**config.mk**
```make
export PLATFORM = sky130hd
export DESIGN_NAME = ibex_rf_write_ctrl
export DESIGN_NICKNAME = d
export VERILOG_FILES = /design/src/rtl/ibex_rf_write_ctrl.sv
export SDC_FILE = /design/constraint.sdc
export NUM_CORES = 1
export LEC_CHECK = 0
export CORE_MARGIN = 2
export CORE_UTILIZATION = 40
export CTS_CLUSTER_SIZE = 25
export DETAILED_ROUTE_END_ITERATION = 8
export PLACE_DENSITY = 0.85
export SYNTH_ARGS = -nofsm -noshare
export SYNTH_HDL_FRONTEND = slang
export SYNTH_SLANG_ARGS = --single-unit
```
**constraint.sdc**
```tcl
create_clock -name clk_i -period 2.3 [get_ports clk_i]
set_input_delay 0.46 -clock clk_i [delete_from_list [all_inputs] [get_ports clk_i]]
set_output_delay 0.46 -clock clk_i [all_outputs]
set_load 0.005 [all_outputs]
```
**src/rtl/ibex_rf_write_ctrl.sv**
```systemverilog
// Register-file write-port initiator: merges execute and load writebacks with a
// one-entry skid buffer, tracks outstanding load destinations, raises ID hazards.
module ibex_rf_write_ctrl #(
  parameter bit          RV32E     = 1'b0,
  parameter int unsigned DataWidth = 32,
  parameter int unsigned MaxLoads  = 2
) (
  input  logic                 clk_i,
  input  logic                 rst_ni,
  input  logic                 ex_we_i,
  input  logic [4:0]           ex_waddr_i,
  input  logic [DataWidth-1:0] ex_wdata_i,
  output logic                 ex_ready_o,
  input  logic                 lsu_issue_i,
  input  logic [4:0]           lsu_rd_i,
  output logic                 lsu_ready_o,
  input  logic                 lsu_resp_valid_i,
  input  logic [DataWidth-1:0] lsu_rdata_i,
  input  logic                 lsu_err_i,
  input  logic [4:0]           id_raddr_a_i,
  input  logic [4:0]           id_raddr_b_i,
  input  logic                 id_rs_a_used_i,
  input  logic                 id_rs_b_used_i,
  output logic                 stall_id_o,
  output logic                 rf_we_o,
  output logic [4:0]           rf_waddr_o,
  output logic [DataWidth-1:0] rf_wdata_o,
  output logic                 err_o
);

  localparam int unsigned PtrW = (MaxLoads > 1) ? $clog2(MaxLoads) : 1;

  logic [4:0]           fifo_rd_q [MaxLoads];
  logic [MaxLoads-1:0]  fifo_vld_q, fifo_vld_d;
  logic [PtrW-1:0]      rptr_q, rptr_d, wptr_q, wptr_d;
  logic                 skid_valid_q, skid_valid_d;
  logic [4:0]           skid_addr_q;
  logic [DataWidth-1:0] skid_data_q;
  logic                 err_q, err_d;

  logic       fifo_full, fifo_empty, pop, issue_ok;
  logic [4:0] head_rd;
  logic       waw, fifo_hit_a, fifo_hit_b, hit_a, hit_b;
  logic       ex_accept, ex_direct, ex_legal, skid_load, skid_drain;

  function automatic logic addr_legal(input logic [4:0] a);
    return !(RV32E && a[4]);
  endfunction

  function automatic logic [PtrW-1:0] ptr_inc(input logic [PtrW-1:0] p);
    if (p == PtrW'(MaxLoads - 1)) return '0;
    else return p + PtrW'(1);
  endfunction

  assign fifo_full  = &fifo_vld_q;
  assign fifo_empty = ~|fifo_vld_q;
  assign head_rd    = fifo_rd_q[rptr_q];
  assign pop        = lsu_resp_valid_i && !fifo_empty;

  assign lsu_ready_o = !fifo_full || lsu_resp_valid_i;
  assign issue_ok    = lsu_issue_i && lsu_ready_o;

  // Destination match against every outstanding load (head still counts while popping)
  always_comb begin
    waw        = 1'b0;
    fifo_hit_a = 1'b0;
    fifo_hit_b = 1'b0;
    for (int i = 0; i < int'(MaxLoads); i++) begin
      if (fifo_vld_q[i]) begin
        if (fifo_rd_q[i] == ex_waddr_i)   waw        = 1'b1;
        if (fifo_rd_q[i] == id_raddr_a_i) fifo_hit_a = 1'b1;
        if (fifo_rd_q[i] == id_raddr_b_i) fifo_hit_b = 1'b1;
      end
    end
    waw = waw && (ex_waddr_i != 5'd0);
  end

  assign hit_a = id_rs_a_used_i && (id_raddr_a_i != 5'd0) &&
                 (fifo_hit_a || (skid_valid_q && skid_addr_q == id_raddr_a_i));
  assign hit_b = id_rs_b_used_i && (id_raddr_b_i != 5'd0) &&
                 (fifo_hit_b || (skid_valid_q && skid_addr_q == id_raddr_b_i));
  assign stall_id_o = hit_a || hit_b;

  assign ex_ready_o = !waw && !(skid_valid_q && lsu_resp_valid_i);
  assign ex_accept  = ex_we_i && ex_ready_o;
  assign ex_legal   = addr_legal(ex_waddr_i);
  assign ex_direct  = ex_accept && !lsu_resp_valid_i && !skid_valid_q;
  assign skid_drain = skid_valid_q && !lsu_resp_valid_i;
  // Illegal (RV32E) execute writes are consumed at acceptance and never parked
  assign skid_load  = ex_accept && !ex_direct && ex_legal;

  // Port arbitration: load response, then skid, then direct execute write
  always_comb begin
    rf_we_o    = 1'b0;
    rf_waddr_o = '0;
    rf_wdata_o = '0;
    if (lsu_resp_valid_i) begin
      if (!fifo_empty) begin
        rf_waddr_o = head_rd;
        rf_wdata_o = lsu_rdata_i;
        rf_we_o    = !lsu_err_i && (head_rd != 5'd0) && addr_legal(head_rd);
      end
    end else if (skid_valid_q) begin
      rf_waddr_o = skid_addr_q;
      rf_wdata_o = skid_data_q;
      rf_we_o    = (skid_addr_q != 5'd0);
    end else if (ex_direct) begin
      rf_waddr_o = ex_waddr_i;
      rf_wdata_o = ex_wdata_i;
      rf_we_o    = (ex_waddr_i != 5'd0) && ex_legal;
    end
  end

  always_comb begin
    fifo_vld_d = fifo_vld_q;
    rptr_d     = rptr_q;
    wptr_d     = wptr_q;
    if (pop) begin
      fifo_vld_d[rptr_q] = 1'b0;
      rptr_d             = ptr_inc(rptr_q);
    end
    if (issue_ok) begin
      fifo_vld_d[wptr_q] = 1'b1;
      wptr_d             = ptr_inc(wptr_q);
    end
  end

  assign skid_valid_d = skid_load || (skid_valid_q && !skid_drain);

  assign err_d = (lsu_issue_i && !lsu_ready_o) ||
                 (lsu_resp_valid_i && fifo_empty) ||
                 (ex_accept && !ex_legal) ||
                 (pop && !lsu_err_i && !addr_legal(head_rd));

  always_ff @(posedge clk_i or negedge rst_ni) begin
    if (!rst_ni) begin
      for (int i = 0; i < int'(MaxLoads); i++) fifo_rd_q[i] <= '0;
      fifo_vld_q   <= '0;
      rptr_q       <= '0;
      wptr_q       <= '0;
      skid_valid_q <= 1'b0;
      skid_addr_q  <= '0;
      skid_data_q  <= '0;
      err_q        <= 1'b0;
    end else begin
      if (issue_ok) fifo_rd_q[wptr_q] <= lsu_rd_i;
      fifo_vld_q   <= fifo_vld_d;
      rptr_q       <= rptr_d;
      wptr_q       <= wptr_d;
      skid_valid_q <= skid_valid_d;
      if (skid_load) begin
        skid_addr_q <= ex_waddr_i;
        skid_data_q <= ex_wdata_i;
      end
      err_q <= err_d;
    end
  end

  assign err_o = err_q;

endmodule

```
==> results of run 1 <==
==> cells by family after synthesis <==
logic type / synth area share (%)
buf+inv: 5.05
xor+xnor: 10.5
simple gates: 7.50
fa+ha+maj: 0.293
mux: 16.9
compound gates: 20.9
flops: 38.8
==> cell type report <==
type,instances,share of cell area (%)
Sequential cell,53,24.2
Timing Repair Buffer,208,34.4
Multi-Input combinational cell,228,37.1
Tap cell,105,2.40
Clock buffer,5,1.26
Clock inverter,3,0.389
Inverter,3,0.206
==> registers in the layout (all words and copies together) (netlist names) <==
name / flops
err_o: 1
fifo_rd_q: 10
fifo_vld_q: 2
rptr_q: 1
skid_addr_q: 5
skid_data_q: 32
skid_valid_q: 1
wptr_q: 1
==> layer usage <==
layer  share of wire (%)  track usage [%]  up-vias
met2                  52             40.7      137
met4                 1.9             7.86        0
met3                 5.7             3.72       22
met5                   0                0        -
met1                  40             28.3     1598
li1                    -                -     1524
==> cell usage after synthesis <==
library cell  instances  share of area (%)
xnor2_1              17                4.4
buf_6                 6                2.0
mux2_2               47                 15
or4_1                 4               0.88
nand2_2               1               0.18
nor3_1                2               0.29
o22ai_4               1               0.59
inv_1                 3               0.33
o311ai_0              1               0.26
xor2_1               24                6.1
o21ai_1               1               0.15
o211ai_1              1               0.22
a221o_2               5                1.6
a21o_2                2               0.51
a22o_1               32                8.2
nand4_2               2               0.73
nor4_1                6                1.1
nand2_1               9               0.99
nor2b_1               1               0.18
mux2i_1               5                1.5
a21oi_1               1               0.15
nand3_1              10                1.5
dfrtp_1              53                 39
a22oi_1               1               0.22
buf_2                12                1.8
nor2_1               12                1.3
o2bb2ai_1             1               0.26
a2111oi_4             1               0.81
a31oi_1               2               0.37
o21ai_0               5               0.73
clkbuf_1              9               0.99
or2_2                 2               0.37
maj3_1                1               0.29
a21oi_2               1               0.26
a21o_1               30                6.6
==> power groups by stage <==
stage | logic [mW] | registers, mW | clock network, mW
5_1_grt | 3.12 | 1.76 | 0.599
3_5_place_dp | 2.83 | 1.69 | 0
2_1_floorplan | 1.65 | 1.52 | 0
3_3_place_gp | 2.74 | 1.68 | 0
4_1_cts | 2.76 | 1.68 | 0.548
6_report | 2.91 | 1.71 | 0.534
==> timing repair <==
action                     in CTS  in global routing
pin swaps                      28                 32
gates resized for setup       204                 26
setup buffers                  13                  9
hold buffers                    0                  0
setup endpoints to repair      41                 40
==> how the worst min path moves through the flow <==
stage / from / endpoint / slack [ps]
finish: rst_ni / fifo_rd_q[3] / 170
CTS: rst_ni / skid_valid_q / 170
global route: rst_ni / skid_valid_q / 190
detailed placement: skid_data_q[15] / skid_data_q[15] / 500
global placement: wptr_q / wptr_q / 470
floorplan: rst_ni / err_o / 160
==> worst max-delay path, stage by stage, from the launching register on <==
cell and delay (ps):
dfrtp_1 440, xnor2_2 200, nand4_2 150, o22ai_4 220
a2111oi_4 120, buf_6 150, buf_6 110, buf_6 100
a221o_2 340, buf_6 120
==> results.sh, run 1 <==
export IMPL_tightest_slew_ps=630
export IMPL_die_w_um=96.5
export IMPL_fin_ws_ps=-402
export IMPL_cp_required_ps=1840
export IMPL_wl_um=10900
export IMPL_numCtsBuffers=5
export IMPL_cts_tree="yes"
export IMPL_wire_per_inst_um=18.0
export IMPL_gp_congestion=0.907
export IMPL_clkPwrFrac_pct=10.3
export IMPL_clock_path_buffers=2
export IMPL_overflow=0
export IMPL_nets=591
export IMPL_r2r_end="skid_data_q[1]"
export IMPL_startpoint_type="flip-flop"
export IMPL_slew_viol_final=0
export IMPL_antenna_found_initial=0
export IMPL_maxCapViolations=0
export IMPL_root_buffer="clkbuf_8"
export IMPL_drc=0
export IMPL_synthesis_area_um2=3420
export IMPL_diodes=0
export IMPL_switchingPower_mw=1.91
export IMPL_ant_nets=0
export IMPL_critPathCapture="rf_waddr_o[4]"
export IMPL_ys_seq_area_share_pct=38.8
export IMPL_multi_input_area_um2=2030
export IMPL_grt_usage_pct=23.0
export IMPL_dr_pass1_iters=4
export IMPL_worst_ir_drop_vdd_v=0.000431
export IMPL_reg2regPathDepth=8
export IMPL_hold_class="in2async"
export IMPL_max_freq_mhz=370
export IMPL_p_leak_nw=2.59
export IMPL_endpoint_kind="output port"
export IMPL_final_area_um2=5470
export IMPL_layout_common_cells="clkdlybuf4s50_1 (76), dfrtp_1 (53), mux2_2 (47), buf_4 (47), buf_2 (35)"
export IMPL_switching_share_pct=37.0
export IMPL_clk_pin_slew_ps=100
export IMPL_power_mw=5.16
export IMPL_fin_crit_sh_pct=117
export IMPL_first_iter_violations=196
export IMPL_h_tree_depth=2
export IMPL_power_density_nw_per_um2=944
export IMPL_grt_pass1_wl_um=16500
export IMPL_path_class="reg2out"
export IMPL_seq_area_um2=1330
export IMPL_ys_warnings_count=0
export IMPL_coreArea_um2=8260
export IMPL_p_comb_share_pct=56.5
export IMPL_ys_ff_latch=53
export IMPL_portBuffers=133
export IMPL_dp_slack_ps=-929
export IMPL_syn_avg_cell_area_um2=11.0
export IMPL_synth_nets=403
export IMPL_dp_hpwl_um=7770
export IMPL_synth_cell_types=35
export IMPL_placed_cells=576
export IMPL_vias_per_cell=5.42
export IMPL_max_slew_margin_pct=58.0
export IMPL_fp_dieArea_um2=9300
export IMPL_rrSetupSlack_ps=340
export IMPL_path_max_fanout=4
export IMPL_initial_core_util_pct=41.4
export IMPL_pin_count=134
export IMPL_grt_pass1_vias=3465
export IMPL_arrival_ps=2240
export IMPL_rsz0062_at_grt="yes"
export IMPL_pwr_share_seq_pct=33.2
export IMPL_vias=3281
export IMPL_skew_ps=7.81
export IMPL_synthCells=311
export IMPL_r2r_start="fifo_rd_q[9]"
export IMPL_drive_above_1_share_pct=40.6
export IMPL_final_common_cell="clkdlybuf4s50_1"
export IMPL_setup_violations_final=40
export IMPL_holdWs_ps=165
export IMPL_startpoint="fifo_rd_q[9]"
export IMPL_postPlaceCellArea_um2=5230
export IMPL_clock_sinks=53
export IMPL_row_count=33
export IMPL_finalHoldViolCount=0
export IMPL_final_util_pct=66.2
export IMPL_violations="negative setup slack"
export IMPL_internal_power_mw=3.25
export IMPL_setup_tns_ps=-10630
export IMPL_area_delta_synth_final_pct=60.0
export IMPL_grt_max_degree=30
export IMPL_final_cells=605
export IMPL_chipHeight_um=96.5
export IMPL_nFillCells=638
export IMPL_outcome="finished with violations"
export IMPL_clock_latency_ps=300
export IMPL_min_period_ps=2700
Power figures use the tool's default switching activity.
==> inputs of run 2 (changes only) <==
--- a/config.mk
+++ b/config.mk
@@ -7,7 +7,7 @@
 export LEC_CHECK = 0
 export CORE_MARGIN = 2
 export CORE_UTILIZATION = 40
-export CTS_CLUSTER_SIZE = 25
+export CTS_CLUSTER_SIZE = 24
 export DETAILED_ROUTE_END_ITERATION = 8
 export PLACE_DENSITY = 0.85
 export SYNTH_ARGS = -nofsm -noshare
==> results of run 2 <==
Same layout as run 1: the final DEF is identical, and so are final timing and power.
==> inputs of run 3 (changes only) <==
--- a/config.mk
+++ b/config.mk
@@ -5,11 +5,11 @@
 export SDC_FILE = /design/constraint.sdc
 export NUM_CORES = 1
 export LEC_CHECK = 0
-export CORE_MARGIN = 2
-export CORE_UTILIZATION = 40
+export CORE_UTILIZATION = 44
 export CTS_CLUSTER_SIZE = 24
 export DETAILED_ROUTE_END_ITERATION = 8
-export PLACE_DENSITY = 0.85
+export PLACE_DENSITY = 0.89
+export SLEW_MARGIN = 20
 export SYNTH_ARGS = -nofsm -noshare
 export SYNTH_HDL_FRONTEND = slang
 export SYNTH_SLANG_ARGS = --single-unit
==> constraint.sdc (replaced) <==
create_clock -name clk_i -period 2.7 [get_ports clk_i]
set_input_delay 0.54 -clock clk_i [delete_from_list [all_inputs] [get_ports clk_i]]
set_output_delay 0.54 -clock clk_i [all_outputs]
set_load 0.005 [all_outputs]
==> run 3 against run 2 <==
Register-to-register slack better by 260 ps. Combinational power is 21% lower. Count of clock-buffer cells in the layout is 1 higher. Clock skew is 1.0 ps higher. The run still ends with negative setup slack left. Highest routed layer unchanged. Wire length is 1.2% lower. Via count is 2.8% lower. Die area is 13% lower.
==> results.sh, run 3 (synthesized netlist as in run 1, its figures left out) <==
export IMPL_clock_latency_ps=310
export IMPL_grt_pass1_wl_um=16800
export IMPL_final_util_pct=71.1
export IMPL_portBuffers=133
export IMPL_hold_class="in2async"
export IMPL_layout_top_registers="skid_data_q x32, fifo_rd_q x10, skid_addr_q x5"
export IMPL_grt_usage_pct=25.9
export IMPL_path_class="reg2out"
export IMPL_numCtsBuffers=5
export IMPL_endpoint_kind="output port"
export IMPL_cp_required_ps=2160
export IMPL_skew_ps=8.84
export IMPL_h_tree_depth=2
export IMPL_drive_above_1_share_pct=37.6
export IMPL_grt_pass1_vias=3458
export IMPL_slew_viol_final=0
export IMPL_min_period_ps=2820
export IMPL_layout_common_cells="clkdlybuf4s50_1 (77), dfrtp_1 (53), mux2_2 (47), buf_4 (43), a22o_1 (32)"
export IMPL_tightest_slew_ps=598
export IMPL_placed_cells=559
export IMPL_final_common_cell="clkdlybuf4s50_1"
export IMPL_chipHeight_um=90.2
export IMPL_clk_pin_slew_ps=100
export IMPL_diodes=0
export IMPL_final_cells=581
export IMPL_worst_ir_drop_vdd_v=0.000411
export IMPL_cts_tree="yes"
export IMPL_initial_core_util_pct=46.4
export IMPL_fin_ws_ps=-116
export IMPL_row_count=31
export IMPL_max_slew_margin_pct=60.1
export IMPL_fin_crit_sh_pct=104
export IMPL_die_w_um=90.2
export IMPL_regMostFlops="skid_data_q"
export IMPL_ant_nets=0
export IMPL_maxCapViolations=0
export IMPL_gp_congestion=0.933
export IMPL_clock_sinks=53
export IMPL_outcome="finished with violations"
export IMPL_arrival_ps=2280
export IMPL_grt_max_degree=28
export IMPL_p_leak_nw=2.49
export IMPL_overflow=0
export IMPL_nets=573
export IMPL_dp_hpwl_um=7550
export IMPL_max_freq_mhz=355
export IMPL_power_density_nw_per_um2=805
export IMPL_startpoint_type="flip-flop"
export IMPL_pin_count=134
export IMPL_root_buffer="clkbuf_8"
export IMPL_wire_per_inst_um=18.5
export IMPL_path_max_fanout=4
export IMPL_fp_dieArea_um2=8130
export IMPL_rsz0062_at_grt="yes"
export IMPL_area_delta_synth_final_pct=53.3
export IMPL_vias_per_cell=5.49
export IMPL_wl_um=10700
export IMPL_first_iter_violations=210
export IMPL_largest_reg_flops=32
export IMPL_clock_path_buffers=2
export IMPL_finalHoldViolCount=0
export IMPL_antenna_found_initial=0
export IMPL_drc=0
export IMPL_vias=3190
export IMPL_setup_violations_final=10
export IMPL_dr_pass1_iters=4
export IMPL_coreArea_um2=7370
export IMPL_violations="negative setup slack"
==> run 3: changes by cell type in the layout (fill, tap and decap cells not counted), sizes merged <==
cell           before  now
clkdlybuf4s50      76   77
inv                 4    3
buf               115   83
clkinvlp            1    0
clkbuf              6   22
clkdlybuf4s15       4    2
clkinv              1    2
dlygate4sd2        12   10
dlymetal6s2s        0    2
==> run 3: layout make-up <==
class,instances,area (µm²)
timing repair buffer,190,1670
fill,529,2130
clock inverter,2,13.8
clock buffer,6,82.6
tap,99,124
multi-input combinational,228,2010
inverter,3,11.3
sequential,53,1330
==> run 3: layer usage <==
layer	wire length [µm]	global-route usage (%)	vias to the layer above
met4	256	9.81	0
met1	4300	31.9	1549
li1	-	-	1484
met5	0	0	-
met3	608	4.23	23
met2	5580	45.4	134
==> run 3: path summary, 6_finish.rpt <==
check | slack [ps] | end | cells after the start | start
max | -120 | rf_waddr_o[3] | 9 | fifo_rd_q[7]
min | 220 | skid_data_q[1] | 1 | rst_ni
max reg2reg | 600 | skid_data_q[26] | 6 | skid_valid_q
min reg2reg | 520 | skid_data_q[22] | 1 | skid_data_q[22]
max in group asynchronous | 1810 | skid_data_q[27] | 2 | rst_ni
min in group clk_i | 520 | skid_data_q[22] | 1 | skid_data_q[22]
==> run 3: what timing repair did <==
action | 4_1_cts | 5_1_grt
buffers inserted | 7 | 6
pin swaps | 29 | 22
endpoints found under the setup margin | 40 | 40
cloned | 2 | 2
hold buffers | 0 | 0
resized for setup | 164 | 41
==> run 3: metrics by stage <==
stage	total power, mW	TNS (ps)	hold slack [ps]	setup slack [ps]	cell area [µm²]
floorplan	2.69	0	244	374	3420
global placement	3.63	-21480	473	-579	5060
detailed placement	3.71	-23940	497	-662	5060
CTS	4.12	-1220	244	-154	5180
global route	4.46	-1800	269	-163	5240
finish	4.22	-358	222	-116	5240
==> run 3: critical path, stage by stage, from the launching register on <==
cell and delay (ps):
dfrtp_1 450, xnor2_2 220, nand4_2 130, o22ai_4 210, a2111oi_4 100, buf_4 160, buf_6 120, buf_6 110
a221o_2 340, buf_6 120
==> run 3: power breakdown <==
| part | total (mW) | internal, mW | leakage (nW) | switching (mW) |
|---|---|---|---|---|
| sequential | 1.46 | 1.13 | 0.621 | 0.322 |
| combinational | 2.29 | 1.30 | 1.82 | 0.986 |
| clock | 0.474 | 0.209 | 0.0512 | 0.265 |
| total | 4.22 | 2.65 | 2.49 | 1.57 |
